[src/rtl/aes_round_ctrl.sv]
// Iterative AES-128 encryption sequencer around one shared round datapath.
// Accepts a plaintext block, runs NR+1 datapath passes, returns ciphertext.
//
// Ports:
//   clock, reset          rising-edge clock, async active-low reset
//   key_ready             expanded key table valid, gates acceptance
//   in_valid/in_ready     plaintext handshake, in_data[127:120] = byte 0
//   out_valid/out_ready   ciphertext handshake, out_data held until taken
//   rnd_state/index/mode  drive the round datapath (0 ADDKEY, 1 FULL, 2 FINAL)
//   rnd_result            combinational datapath result
//   busy                  high whenever the sequencer is not idle
module aes_round_ctrl #(
    parameter int NB = 4,
    parameter int NR = 10
) (
    input  logic             clock,
    input  logic             reset,
    input  logic             key_ready,
    input  logic             in_valid,
    output logic             in_ready,
    input  logic [32*NB-1:0] in_data,
    output logic             out_valid,
    input  logic             out_ready,
    output logic [32*NB-1:0] out_data,
    output logic [32*NB-1:0] rnd_state,
    output logic [3:0]       rnd_index,
    output logic [1:0]       rnd_mode,
    input  logic [32*NB-1:0] rnd_result,
    output logic             busy
);

    localparam int W = 32 * NB;

    localparam logic [3:0] LAST_FULL = 4'(NR - 1);
    localparam logic [3:0] FINAL_IDX = 4'(NR);

    localparam logic [1:0] MODE_ADDKEY = 2'd0;
    localparam logic [1:0] MODE_FULL   = 2'd1;
    localparam logic [1:0] MODE_FINAL  = 2'd2;

    typedef enum logic [2:0] {
        S_IDLE,
        S_INIT,
        S_ROUND,
        S_FINAL,
        S_DONE
    } fsm_t;

    fsm_t         fsm_q, fsm_d;
    logic [W-1:0] state_q, state_d;
    logic [W-1:0] out_q, out_d;
    logic [3:0]   cnt_q, cnt_d;

    always_ff @(posedge clock or negedge reset) begin
        if (!reset) begin
            fsm_q   <= S_IDLE;
            state_q <= '0;
            out_q   <= '0;
            cnt_q   <= 4'd0;
        end else begin
            fsm_q   <= fsm_d;
            state_q <= state_d;
            out_q   <= out_d;
            cnt_q   <= cnt_d;
        end
    end

    always_comb begin
        fsm_d     = fsm_q;
        state_d   = state_q;
        out_d     = out_q;
        cnt_d     = cnt_q;
        rnd_mode  = MODE_ADDKEY;
        rnd_index = 4'd0;
        in_ready  = 1'b0;
        out_valid = 1'b0;

        unique case (fsm_q)
            S_IDLE: begin
                // reset gates in_ready so nothing looks acceptable while held
                in_ready = key_ready & reset;
                if (in_valid && key_ready && reset) begin
                    state_d = in_data;
                    cnt_d   = 4'd0;
                    fsm_d   = S_INIT;
                end
            end
            S_INIT: begin
                rnd_mode  = MODE_ADDKEY;
                rnd_index = 4'd0;
                state_d   = rnd_result;
                cnt_d     = 4'd1;
                fsm_d     = S_ROUND;
            end
            S_ROUND: begin
                rnd_mode  = MODE_FULL;
                rnd_index = cnt_q;
                state_d   = rnd_result;
                cnt_d     = cnt_q + 4'd1;
                if (cnt_q == LAST_FULL) begin
                    fsm_d = S_FINAL;
                end
            end
            S_FINAL: begin
                rnd_mode  = MODE_FINAL;
                rnd_index = FINAL_IDX;
                out_d     = rnd_result;
                fsm_d     = S_DONE;
            end
            S_DONE: begin
                out_valid = 1'b1;
                if (out_ready) begin
                    fsm_d = S_IDLE;
                end
            end
            default: begin
                fsm_d = S_IDLE;
            end
        endcase
    end

    assign out_data  = out_q;
    assign rnd_state = state_q;
    assign busy      = (fsm_q != S_IDLE);

endmodule

[config.mk]
export PLATFORM = sky130hd
export DESIGN_NAME = aes_round_ctrl
export DESIGN_NICKNAME = d
export VERILOG_FILES = /design/src/rtl/aes_round_ctrl.sv
export SDC_FILE = /design/constraint.sdc
export NUM_CORES = 1
export LEC_CHECK = 0
export CORE_AREA = 2 2 203 205
export CTS_CLUSTER_DIAMETER = 100
export CTS_CLUSTER_SIZE = 40
export DETAILED_ROUTE_END_ITERATION = 8
export DIE_AREA = 0 0 205 207
export PLACE_DENSITY = 0.66
export SETUP_SLACK_MARGIN = 0.1
export SYNTH_ARGS = -nofsm -noshare
export SYNTH_HDL_FRONTEND = slang
export SYNTH_SLANG_ARGS = --single-unit
[constraint.sdc]
create_clock -name clock -period 1.6 [get_ports clock]
set_input_delay 0.16 -clock clock [delete_from_list [all_inputs] [get_ports clock]]
set_output_delay 0.16 -clock clock [all_outputs]
set_load 0.01 [all_outputs]
==> results <==
## cells in the final DEF, fill, tap and decap left out, types with 2 or more instances in the layout
| cell type | n |
|---|---|
| sky130_fd_sc_hd__o21a_1 | 2 |
| sky130_fd_sc_hd__clkinv_8 | 2 |
| sky130_fd_sc_hd__o22ai_1 | 2 |
| sky130_fd_sc_hd__a31oi_1 | 2 |
| sky130_fd_sc_hd__buf_2 | 4 |
| sky130_fd_sc_hd__mux2_4 | 173 |
| sky130_fd_sc_hd__inv_1 | 4 |
| sky130_fd_sc_hd__inv_16 | 2 |
| sky130_fd_sc_hd__buf_4 | 61 |
| sky130_fd_sc_hd__clkdlybuf4s50_1 | 515 |
| sky130_fd_sc_hd__and2_4 | 2 |
| sky130_fd_sc_hd__nor3b_2 | 2 |
| sky130_fd_sc_hd__dfrtp_1 | 260 |
| sky130_fd_sc_hd__a21oi_1 | 2 |
| sky130_fd_sc_hd__dfrtp_2 | 3 |
| sky130_fd_sc_hd__ha_1 | 2 |
| sky130_fd_sc_hd__clkbuf_16 | 13 |
| sky130_fd_sc_hd__buf_6 | 24 |
| sky130_fd_sc_hd__buf_12 | 21 |
| sky130_fd_sc_hd__mux2_2 | 212 |
## metrics by stage
stage	cell area (um^2)	TNS, ps
finish	19300	-56910
detailed placement	18600	-74230
global route	19300	-81470
global placement	18600	-71040
CTS	19200	-63820
floorplan	12100	-9930
## layout make-up
type                            count  area share [%]
Clock buffer                       14            1.70
Clock inverter                      7           0.615
Inverter                            5          0.0971
Multi-Input combinational cell    414            27.3
Sequential cell                   263            34.1
Tap cell                          532            3.44
Timing Repair Buffer              627            32.8
## what timing repair did
item / in CTS / in global routing
hold endpoints to repair: 84 / 0
setup endpoints to repair: 524 / 525
pin swaps: 5 / 1
setup buffers: 5 / 6
hold buffers: 1 / 0
resized for setup: 83 / 27
## where the power goes
group          internal (uW)  total (uW)  switching (uW)
registers              10200       12100            1910
logic                  17300       27200            9900
clock network           1790        4180            2390
total                  29300       43500           14200
## worst register-to-register path, cell delays in order (launching register included)
cell	delay, ps
sky130_fd_sc_hd__dfrtp_2	430
sky130_fd_sc_hd__buf_6	140
sky130_fd_sc_hd__xnor2_4	220
sky130_fd_sc_hd__buf_12	270
sky130_fd_sc_hd__buf_4	200
sky130_fd_sc_hd__mux2_4	320
sky130_fd_sc_hd__mux2_2	270
## worst max-delay path by stage
stage	start	slack [ps]	endpoint	cells past startpoint
final	fsm_q[1]$_DFFE_PN0P_	-340	rnd_state[74]$_DFFE_PN0P_	6
after floorplan	fsm_q[1]$_DFFE_PN0P_	-90	rnd_state[0]$_DFFE_PN0P_	6
after CTS	fsm_q[1]$_DFFE_PN0P_	-340	rnd_state[74]$_DFFE_PN0P_	6
after global routing	fsm_q[1]$_DFFE_PN0P_	-370	rnd_state[49]$_DFFE_PN0P_	6
after detailed placement	key_ready	-400	rnd_state[3]$_DFFE_PN0P_	6
after global placement	in_valid	-380	rnd_state[115]$_DFFE_PN0P_	6
## state kept, by name (all words and copies together) (netlist names)
| signal | count |
|---|---|
| cnt_q | 4 |
| rnd_state | 128 |
| fsm_q | 3 |
| out_data | 128 |
## cell families (layout without fill, tap and decap cells)
logic type               after synthesis  count (layout)
buffers and inverters                 49             653
flip-flops                           263             263
adder cells (fa/ha/maj)                2               2
multiplexers                         385             385
XOR/XNOR                               2               2
AND/OR/NAND/NOR                       14              14
AO/OA/AOI/OAI                         11              11
## metal layers
layer / vias to the layer above / track usage [%] / routed length [um]
met5: - / 0 / 0
met4: 0 / 4.04 / 830
met3: 41 / 3.89 / 2680
met2: 289 / 29.5 / 18600
met1: 4165 / 20.0 / 14500
li1: 3782 / - / -
==> PnR_summary.wiki <==
{| class="wikitable"
! Metric !! Value
|-
| Biggest area consumer among synthesized cells || sky130_fd_sc_hd__dfrtp_1
|-
| Final cell utilization of the core || 47.9%
|-
| Htree depth || 1
|-
| Proportion of layout cells with a drive suffix above 1 || 39.9%
|-
| Combinational family with the most area after synthesis || multiplexers
|-
| Clock Tree Root || sky130_fd_sc_hd__clkbuf_16
|-
| Critical path's largest stage delay || 430 ps
|-
| Adder-Cell Fraction of Synth Area || 0.210%
|-
| Number of distinct standard cells referenced by the synthesized netlist || 26
|-
| Filler cell count in the final layout || 3603
|-
| Min cycle time layout || 1940 ps
|-
| Post-DP HPWL || 28.2 mm
|-
| Cell count after placement || 1829
|-
| Synth Area in Simple Gates || 0.684%
|-
| Top flip-flop cell by instance count after synthesis || sky130_fd_sc_hd__dfrtp_1
|-
| DRC Markers || 0
|-
| Maximum fanout along the worst path || 25
|-
| Syn. warnings || 0
|-
| Fmax || 0.515 GHz
|-
| Type of the tightest min-delay check || in2async
|-
| Count of input and output buffers || 525
|-
| Final worst-path setup slack || -341 ps
|-
| Core region area || 0.0404 mm^2
|-
| Most frequent cells after synthesis || sky130_fd_sc_hd__mux2_2, sky130_fd_sc_hd__dfrtp_1, sky130_fd_sc_hd__mux2_4
|-
| Count of TritonRoute iterations in the first routing pass || 4
|-
| R2R Setup Slk || -340 ps
|-
| Area share of the largest cell type after synthesis || 55.4%
|-
| Number of standard cells in the layout, taps in and fillers out || 1862
|-
| Share of cell area taken by muxes after synthesis || 39.6%
|-
| Number of rows in the core area || 74
|-
| P&R area growth vs syn || 62.6%
|-
| Sequential cell area in the final layout || 0.00659 mm^2
|-
| Post-synth net total || 989
|-
| Post-synthesis cell count || 726
|-
| Final-layout worst hold slack || 214 ps
|-
| Family of cells with the greatest summed delay on the critical path || buffers and inverters
|-
| Remaining antenna violation count after routing || 0
|-
| Full die area || 0.0424 mm^2
|-
| Number of buffer and inverter instances along the worst setup path || 3
|-
| TritonCTS sink count || 263
|-
| Ordered cell list for the critical path || buf_6, xnor2_4, buf_12, buf_4, mux2_4, mux2_2
|-
| Footprint of the multi-input gates || 0.00527 mm^2
|-
| CTS tree || built
|-
| Share of synthesized area occupied by flip-flops and latches || 55.4%
|-
| Worst Setup Start Kind || register
|-
| Unrepaired setup endpoints after global routing || yes
|-
| Largest net degree at the start of global routing || 87
|-
| Synth Area in XOR/XNOR || 0.210%
|-
| Worst clock skew || 22.6 ps
|-
| Pwr/cell area || 2250 mW/mm^2
|-
| Die height || 207 um
|-
| Share of flip-flops with an asynchronous set or reset after synthesis || 100%
|-
| Run status || finished, violations left
|-
| Net total in the final layout || 1587
|-
| Final setup violation count || 323
|-
| R2r endpoint || rnd_state[74]$_DFFE_PN0P_
|-
| Total clock buffers created by CTS || 13
|-
| Number of flip-flops and latches in the synthesized netlist || 263
|-
| Share of the synthesized area in compound gates (AO/OA/AOI/OAI) || 0.716%
|-
| Syn avg cell area || 16.4 um^2
|-
| Clock tree buffer depth || 3
|-
| Initial DRC count || 218
|-
| Vias per cell || 4.45
|-
| Area contributors post-synth || sky130_fd_sc_hd__dfrtp_1, sky130_fd_sc_hd__mux2_2, sky130_fd_sc_hd__mux2_4
|-
| Required time of the critical path || 2000 ps
|-
| Sum of internal, switching and leakage power || 43500 uW
|-
| Final critical-path share of the clock period || 121%
|-
| Maximum ir drop on the vdd rail || 0.00148 V
|-
| Clk pin slew, worst setup/hold paths || 120 ps
|-
| Leakage power summed over all cells || 0.00842 uW
|-
| Top-level I/O count || 526
|-
| Type of element capturing the critical path || register
|-
| Netlist area before placement || 0.0119 mm^2
|-
| Max-capacitance violation count || 0
|-
| Startpoint of the lowest-slack register-to-register path || fsm_q[1]$_DFFE_PN0P_
|-
| Global route overflow || 0
|-
| Placer Congestion || 0.811
|-
| Starting density of the core || 29.5%
|-
| Die boundary width || 205 um
|-
| Avg WL per Cell || 19.7 um
|-
| Data arrival time of the critical path || 2340 ps
|-
| Antenna diode count || 0
|-
| Pre-CTS setup slack || -399 ps
|-
| Relative slew slack || 64.8%
|-
| Count of final max-slew check failures || 0
|-
| Setup Crit Path Kind || reg2reg
|-
| Number of vias in the routed layout || 8277
|-
| Cell with the most instances after synthesis || sky130_fd_sc_hd__mux2_2
|-
| Number of synthesized flops with an enable pin || 0
|-
| Violations in the final reports || setup timing
|-
| Vias in the first global route || 9047
|-
| Cell type of the slowest stage on the worst timing path || sky130_fd_sc_hd__dfrtp_2
|-
| Wire length of the first global-routing pass || 54.6 mm
|-
| Global Route Usage Sum || 16.6%
|-
| Antenna violations before repair || 0
|-
| Clock latency of the later-clocked register in the worst-skew pair || 510 ps
|-
| Number of cell instances on the worst register-to-register path || 6
|-
| Sum of routed wire length over all layers || 36.6 mm
|-
| Transition at the pin with the smallest max-transition slack || 528 ps
|-
| Hold Violations, Final || 0
|}
(Power assumes the default switching activity.)
